==> config.mk <==
export PLATFORM = sky130hd
export DESIGN_NAME = dwt53_h_lift
export DESIGN_NICKNAME = d
export VERILOG_FILES = /design/src/rtl/dwt53_h_lift.sv
export SDC_FILE = /design/constraint.sdc
export NUM_CORES = 1
export LEC_CHECK = 0
export ABC_CLOCK_PERIOD_IN_PS = 13100
export CORE_UTILIZATION = 35
export CTS_CLUSTER_DIAMETER = 120
export DETAILED_ROUTE_END_ITERATION = 12
export DONT_BUFFER_PORTS = 1
export PLACE_DENSITY = 0.57
export SYNTH_ARGS = -nofsm -noshare
export SYNTH_HDL_FRONTEND = slang
export SYNTH_SLANG_ARGS = --single-unit
==> constraint.sdc <==
create_clock -name clk -period 13.1 [get_ports clk]
set_input_delay 0.655 -clock clk [delete_from_list [all_inputs] [get_ports clk]]
set_output_delay 0.655 -clock clk [all_outputs]
set_load 0.01 [all_outputs]
==> src/rtl/dwt53_h_lift.sv <==
// Streaming forward reversible 5/3 horizontal lifting, one line per packet.
// Emits interleaved s[k], d[k] using a two-sample window and a 4-entry output buffer.
module dwt53_h_lift #(
  parameter int DataWidth = 16
) (
  input  logic                 clk,
  input  logic                 rst,
  input  logic [DataWidth-1:0] in_tdata,
  input  logic                 in_tvalid,
  output logic                 in_tready,
  input  logic                 in_tlast,
  output logic [DataWidth:0]   out_tdata,
  output logic                 out_tvalid,
  input  logic                 out_tready,
  output logic                 out_tlast
);
  localparam int OW = DataWidth + 1;
  localparam int SW = DataWidth + 2;
  localparam int Depth = 4;
  localparam logic signed [SW-1:0] RoundTwo = SW'(2);

  typedef enum logic [1:0] {EVEN0, ODD, EVEN} state_t;

  state_t               state_q, state_d;
  logic [DataWidth-1:0] even_q, even_d;
  logic [DataWidth-1:0] odd_q, odd_d;
  logic [OW-1:0]        dprev_q, dprev_d;
  logic                 first_q, first_d;
  logic [OW-1:0]        buf_data_q [Depth];
  logic [OW-1:0]        buf_data_d [Depth];
  logic                 buf_last_q [Depth];
  logic                 buf_last_d [Depth];
  logic [1:0]           rd_ptr_q, rd_ptr_d;
  logic [2:0]           count_q, count_d;

  logic signed [SW-1:0] x_w, even_w, odd_w, right_w;
  logic signed [SW-1:0] dnew_w, dprev_w, dsum_w, dlast_w;
  logic [OW-1:0]        d_new, s_new, s_last;

  logic                 pop, accept;
  logic [1:0]           max_push, push_cnt, wr_base;
  logic [OW-1:0]        push_data [3];
  logic                 push_last [3];

  // In ODD the incoming sample is the final odd one of an even-length line, so its right neighbour mirrors to x[2k].
  always_comb begin
    x_w     = {{2{in_tdata[DataWidth-1]}}, in_tdata};
    even_w  = {{2{even_q[DataWidth-1]}}, even_q};
    odd_w   = (state_q == ODD) ? x_w : {{2{odd_q[DataWidth-1]}}, odd_q};
    right_w = (state_q == ODD) ? even_w : x_w;
    d_new   = OW'(odd_w - ((even_w + right_w) >>> 1));
    dnew_w  = {d_new[OW-1], d_new};
    dprev_w = first_q ? dnew_w : {dprev_q[OW-1], dprev_q};
    dsum_w  = dprev_w + dnew_w + RoundTwo;
    dlast_w = dnew_w + dnew_w + RoundTwo;
    s_new   = OW'(even_w + (dsum_w >>> 2));
    s_last  = OW'(x_w + (dlast_w >>> 2));
  end

  always_comb begin
    pop = (count_q != 3'd0) && out_tready;
    case (state_q)
      EVEN0:   max_push = 2'd1;
      ODD:     max_push = 2'd2;
      default: max_push = 2'd3;
    endcase
    in_tready = ({1'b0, count_q} - {3'b0, pop} + {2'b0, max_push}) <= 4'(Depth);
    accept    = in_tvalid && in_tready;

    state_d      = state_q;
    even_d       = even_q;
    odd_d        = odd_q;
    dprev_d      = dprev_q;
    first_d      = first_q;
    push_cnt     = 2'd0;
    push_data[0] = '0;
    push_data[1] = '0;
    push_data[2] = '0;
    push_last[0] = 1'b0;
    push_last[1] = 1'b0;
    push_last[2] = 1'b0;

    if (accept) begin
      case (state_q)
        EVEN0: begin
          even_d  = in_tdata;
          first_d = 1'b1;
          if (in_tlast) begin
            push_cnt     = 2'd1;
            push_data[0] = {in_tdata[DataWidth-1], in_tdata};
            push_last[0] = 1'b1;
          end else begin
            state_d = ODD;
          end
        end
        ODD: begin
          odd_d        = in_tdata;
          push_data[0] = s_new;
          push_data[1] = d_new;
          if (in_tlast) begin
            push_cnt     = 2'd2;
            push_last[1] = 1'b1;
            state_d      = EVEN0;
          end else begin
            state_d = EVEN;
          end
        end
        EVEN: begin
          even_d       = in_tdata;
          dprev_d      = d_new;
          first_d      = 1'b0;
          push_cnt     = 2'd2;
          push_data[0] = s_new;
          push_data[1] = d_new;
          state_d      = ODD;
          if (in_tlast) begin
            push_cnt     = 2'd3;
            push_data[2] = s_last;
            push_last[2] = 1'b1;
            state_d      = EVEN0;
          end
        end
        default: state_d = EVEN0;
      endcase
    end
  end

  // Circular buffer: up to three writes and one read per cycle.
  always_comb begin
    buf_data_d = buf_data_q;
    buf_last_d = buf_last_q;
    wr_base    = rd_ptr_q + count_q[1:0];
    for (int i = 0; i < 3; i++) begin
      if (2'(i) < push_cnt) begin
        buf_data_d[wr_base + 2'(i)] = push_data[i];
        buf_last_d[wr_base + 2'(i)] = push_last[i];
      end
    end
    rd_ptr_d = rd_ptr_q + {1'b0, pop};
    count_d  = count_q - {2'b0, pop} + {1'b0, push_cnt};
  end

  always_ff @(posedge clk) begin
    if (rst) begin
      state_q  <= EVEN0;
      even_q   <= '0;
      odd_q    <= '0;
      dprev_q  <= '0;
      first_q  <= 1'b1;
      rd_ptr_q <= '0;
      count_q  <= '0;
      for (int i = 0; i < Depth; i++) begin
        buf_data_q[i] <= '0;
        buf_last_q[i] <= 1'b0;
      end
    end else begin
      state_q    <= state_d;
      even_q     <= even_d;
      odd_q      <= odd_d;
      dprev_q    <= dprev_d;
      first_q    <= first_d;
      rd_ptr_q   <= rd_ptr_d;
      count_q    <= count_d;
      buf_data_q <= buf_data_d;
      buf_last_q <= buf_last_d;
    end
  end

  assign out_tvalid = (count_q != 3'd0);
  assign out_tdata  = buf_data_q[rd_ptr_q];
  assign out_tlast  = buf_last_q[rd_ptr_q] && out_tvalid;

endmodule
==> impl_metrics.env <==
export IMPL_finClkSkew_ns=0.01548
export IMPL_numPortBuffers=0
export IMPL_finalSetupViolations=0
export IMPL_tns_ns=0
export IMPL_final_seq_area_sq_um=2582
export IMPL_synth_main_ff_cell="dfxtp_1"
export IMPL_wl_per_cell_um=20.44
export IMPL_cts_buffer_depth=2
export IMPL_holdPathStages=1
export IMPL_place_gp_congestion=0.9057
export IMPL_first_global_vias=10503
export IMPL_wl_mm=38.64
export IMPL_finalHoldViolCount=0
export IMPL_multiInputGateArea_sq_um=8477
export IMPL_grt_usage=0.2311
export IMPL_cts_setup_buffers=0
export IMPL_synth_edf_count=0
export IMPL_cp_arrival_ns=9.31
export IMPL_synth_seq_area_share=0.2231
export IMPL_cts_buffers=17
export IMPL_htreeDepth=4
export IMPL_max_slew_margin_rel=0.2135
export IMPL_vias=11099
export IMPL_critPathSlowestCell="xor2_1"
export IMPL_cts_tree="built"
export IMPL_coreArea_sq_um=32540
export IMPL_clkLatencyLatePin_ns=0.45
export IMPL_max_freq_mhz=112.1
export IMPL_maxSlewViolCount=0
export IMPL_drc_errors=0
export IMPL_status="finished clean"
export IMPL_dpl_hpwl_mm=27.86
export IMPL_die_w_um=183.9
export IMPL_start_util=0.3558
export IMPL_io_pins=41
export IMPL_area_growth_pct=8.495
export IMPL_yosys_area_top_type="dfxtp_1"
export IMPL_final_cell_mix="nand2_1 (188), a21oi_1 (150), dfxtp_1 (129)"
export IMPL_nFillCells=3389
export IMPL_critPathCaptureType="flop"
export IMPL_r2r_end="buf_data_q[32]"
export IMPL_ys_types=75
export IMPL_drt_iter0_drc=916
export IMPL_cpPeakStageDelay_ns=0.71
export IMPL_worst_r2r_cell_count=34
export IMPL_layout_drive_gt1_share=0.08909
export IMPL_syn_area_sq_um=11580
export IMPL_antenna_found_initial=0
export IMPL_crit_path_frequent_cell="ha_1"
export IMPL_die_area_sq_um=33810
export IMPL_die_h_um=183.9
export IMPL_ys_async_sr_fraction=0
export IMPL_layout_commonest_cell="nand2_1"
export IMPL_hold_path_class="in -> reg"
export IMPL_viasPerCell=5.872
export IMPL_rsz0062_at_grt="false"
export IMPL_cp_max_fo=37
export IMPL_crit_required_ns=13.49
export IMPL_start_kind="flop"
export IMPL_avgSynthCellArea_sq_um=7.827
export IMPL_cts_root_buf="clkbuf_16"
export IMPL_post_cts_resized=0
export IMPL_synth_top_area_frac=0.2231
export IMPL_holdPathEnd="buf_data_q[18]"
export IMPL_yosys_warnings=0
export IMPL_finalCritPeriodShare=0.6810
export IMPL_grt_max_degree=116
export IMPL_n_antenna_cell=0
export IMPL_utilization=0.3860
export IMPL_reg2reg_from="state_q[0]"
export IMPL_cap_viol_max_count=0
export IMPL_path_class="reg -> reg"
export IMPL_crit_buf_inv=2
export IMPL_tightest_slew_ns=1.175
export IMPL_rows=66
export IMPL_finalCriticalPeriod_ns=8.921
export IMPL_syn_num_nets=1618
export IMPL_antenna_left=0
export IMPL_grt_pass1_wl_mm=60.01
export IMPL_gr_total_overflow=0
export IMPL_cts_hold_buf=0
export IMPL_synth_seq_cells=129
export IMPL_holdCritStartpoint="rst"
export IMPL_clkSinkCount=129
export IMPL_drtPass1Iterations=8
export IMPL_nNetsFinal=1574
export IMPL_clkTransAtPathRegs_ns=0.06
export IMPL_synth_top_cells_by_area="dfxtp_1 (22%), ha_1 (12%), a21oi_1 (6.5%)"
export IMPL_r2r_slack_ns=4.18
export IMPL_cp_top_family="compound AO/OA/AOI/OAI gates"
export IMPL_synth_cells=1479
## through the flow
| step | cell area, sq um | worst slack (ns) | instances | hold WS [ns] |
|---|---|---|---|---|
| global placement | 11950 | 4.543 | 1858 | 0.4356 |
| floorplan | 11580 | 5.439 | 1479 | 0.4338 |
| CTS | 12560 | 4.317 | 1890 | 0.2831 |
| detailed placement | 11950 | 4.380 | 1858 | 0.4417 |
| global route | 12560 | 3.612 | 1890 | 0.2750 |
| finish | 12560 | 4.179 | 1890 | 0.2924 |
## sequential cells by signal, indices dropped and copies added (netlist names)
name	count
state_q	2
dprev_q	17
odd_q	16
buf_data_q	68
first_q	1
rd_ptr_q	2
buf_last_q	4
even_q	16
count_q	3
## area by class of cell
type,count,share of cell area
Multi-Input combinational cell,1214,0.6749
Sequential cell,129,0.2056
Tap cell,442,0.04403
Clock buffer,17,0.03387
Inverter,55,0.01644
Clock inverter,15,0.01435
Timing Repair Buffer,18,0.01076
## logic make-up (layout without fill, tap and decap cells)
family | Yosys count | after routing | synth area share
and+or+nand+nor | 504 | 504 | 0.2048
muxes | 82 | 82 | 0.09468
buffers and inverters | 136 | 105 | 0.04561
adders and majority gates | 118 | 118 | 0.1321
xor gates and xnor gates | 78 | 78 | 0.05966
AOI/OAI and AO/OA | 432 | 432 | 0.2401
DFF | 129 | 129 | 0.2231
## worst max path at each step
| stage | start | endpoint | slack, ns | depth (start not counted) |
|---|---|---|---|---|
| finish | state_q[0] | buf_data_q[32] | 4.18 | 34 |
| global route | state_q[1] | buf_data_q[67] | 3.61 | 34 |
| CTS | state_q[1] | buf_data_q[67] | 4.32 | 34 |
| detailed placement | state_q[1] | buf_data_q[67] | 4.38 | 34 |
| global placement | state_q[1] | buf_data_q[67] | 4.54 | 34 |
| floorplan | state_q[1] | buf_data_q[67] | 5.44 | 35 |
## per-layer routing
layer / part of all wire / global-route usage
met3: 0.067 / 0.04081
met5: 0 / 0
met4: 0.021 / 0.07500
met1: 0.45 / 0.3064
met2: 0.46 / 0.3773
## synthesized netlist by cell type, types with 13 or more instances
cell type and instances:
ha_1 111, nor2b_1 14, xnor2_1 57, nand2_1 188, o21ai_0 69, nor3_1 33
a21o_1 22, dfxtp_1 129, a211oi_1 18, and3_1 20, buf_1 13, inv_1 53
xor2_1 20, mux2_2 40, a21oi_1 150, nand2b_1 15, mux4_2 18, o22ai_1 23
o211ai_1 21, clkbuf_1 54, o21a_1 13, mux2i_1 24, or3_1 14, nand3_1 63
nor2_1 106, buf_2 14
Power is not shown: default switching activity piles up to over one toggle a cycle in this logic, so the estimate is an artifact.
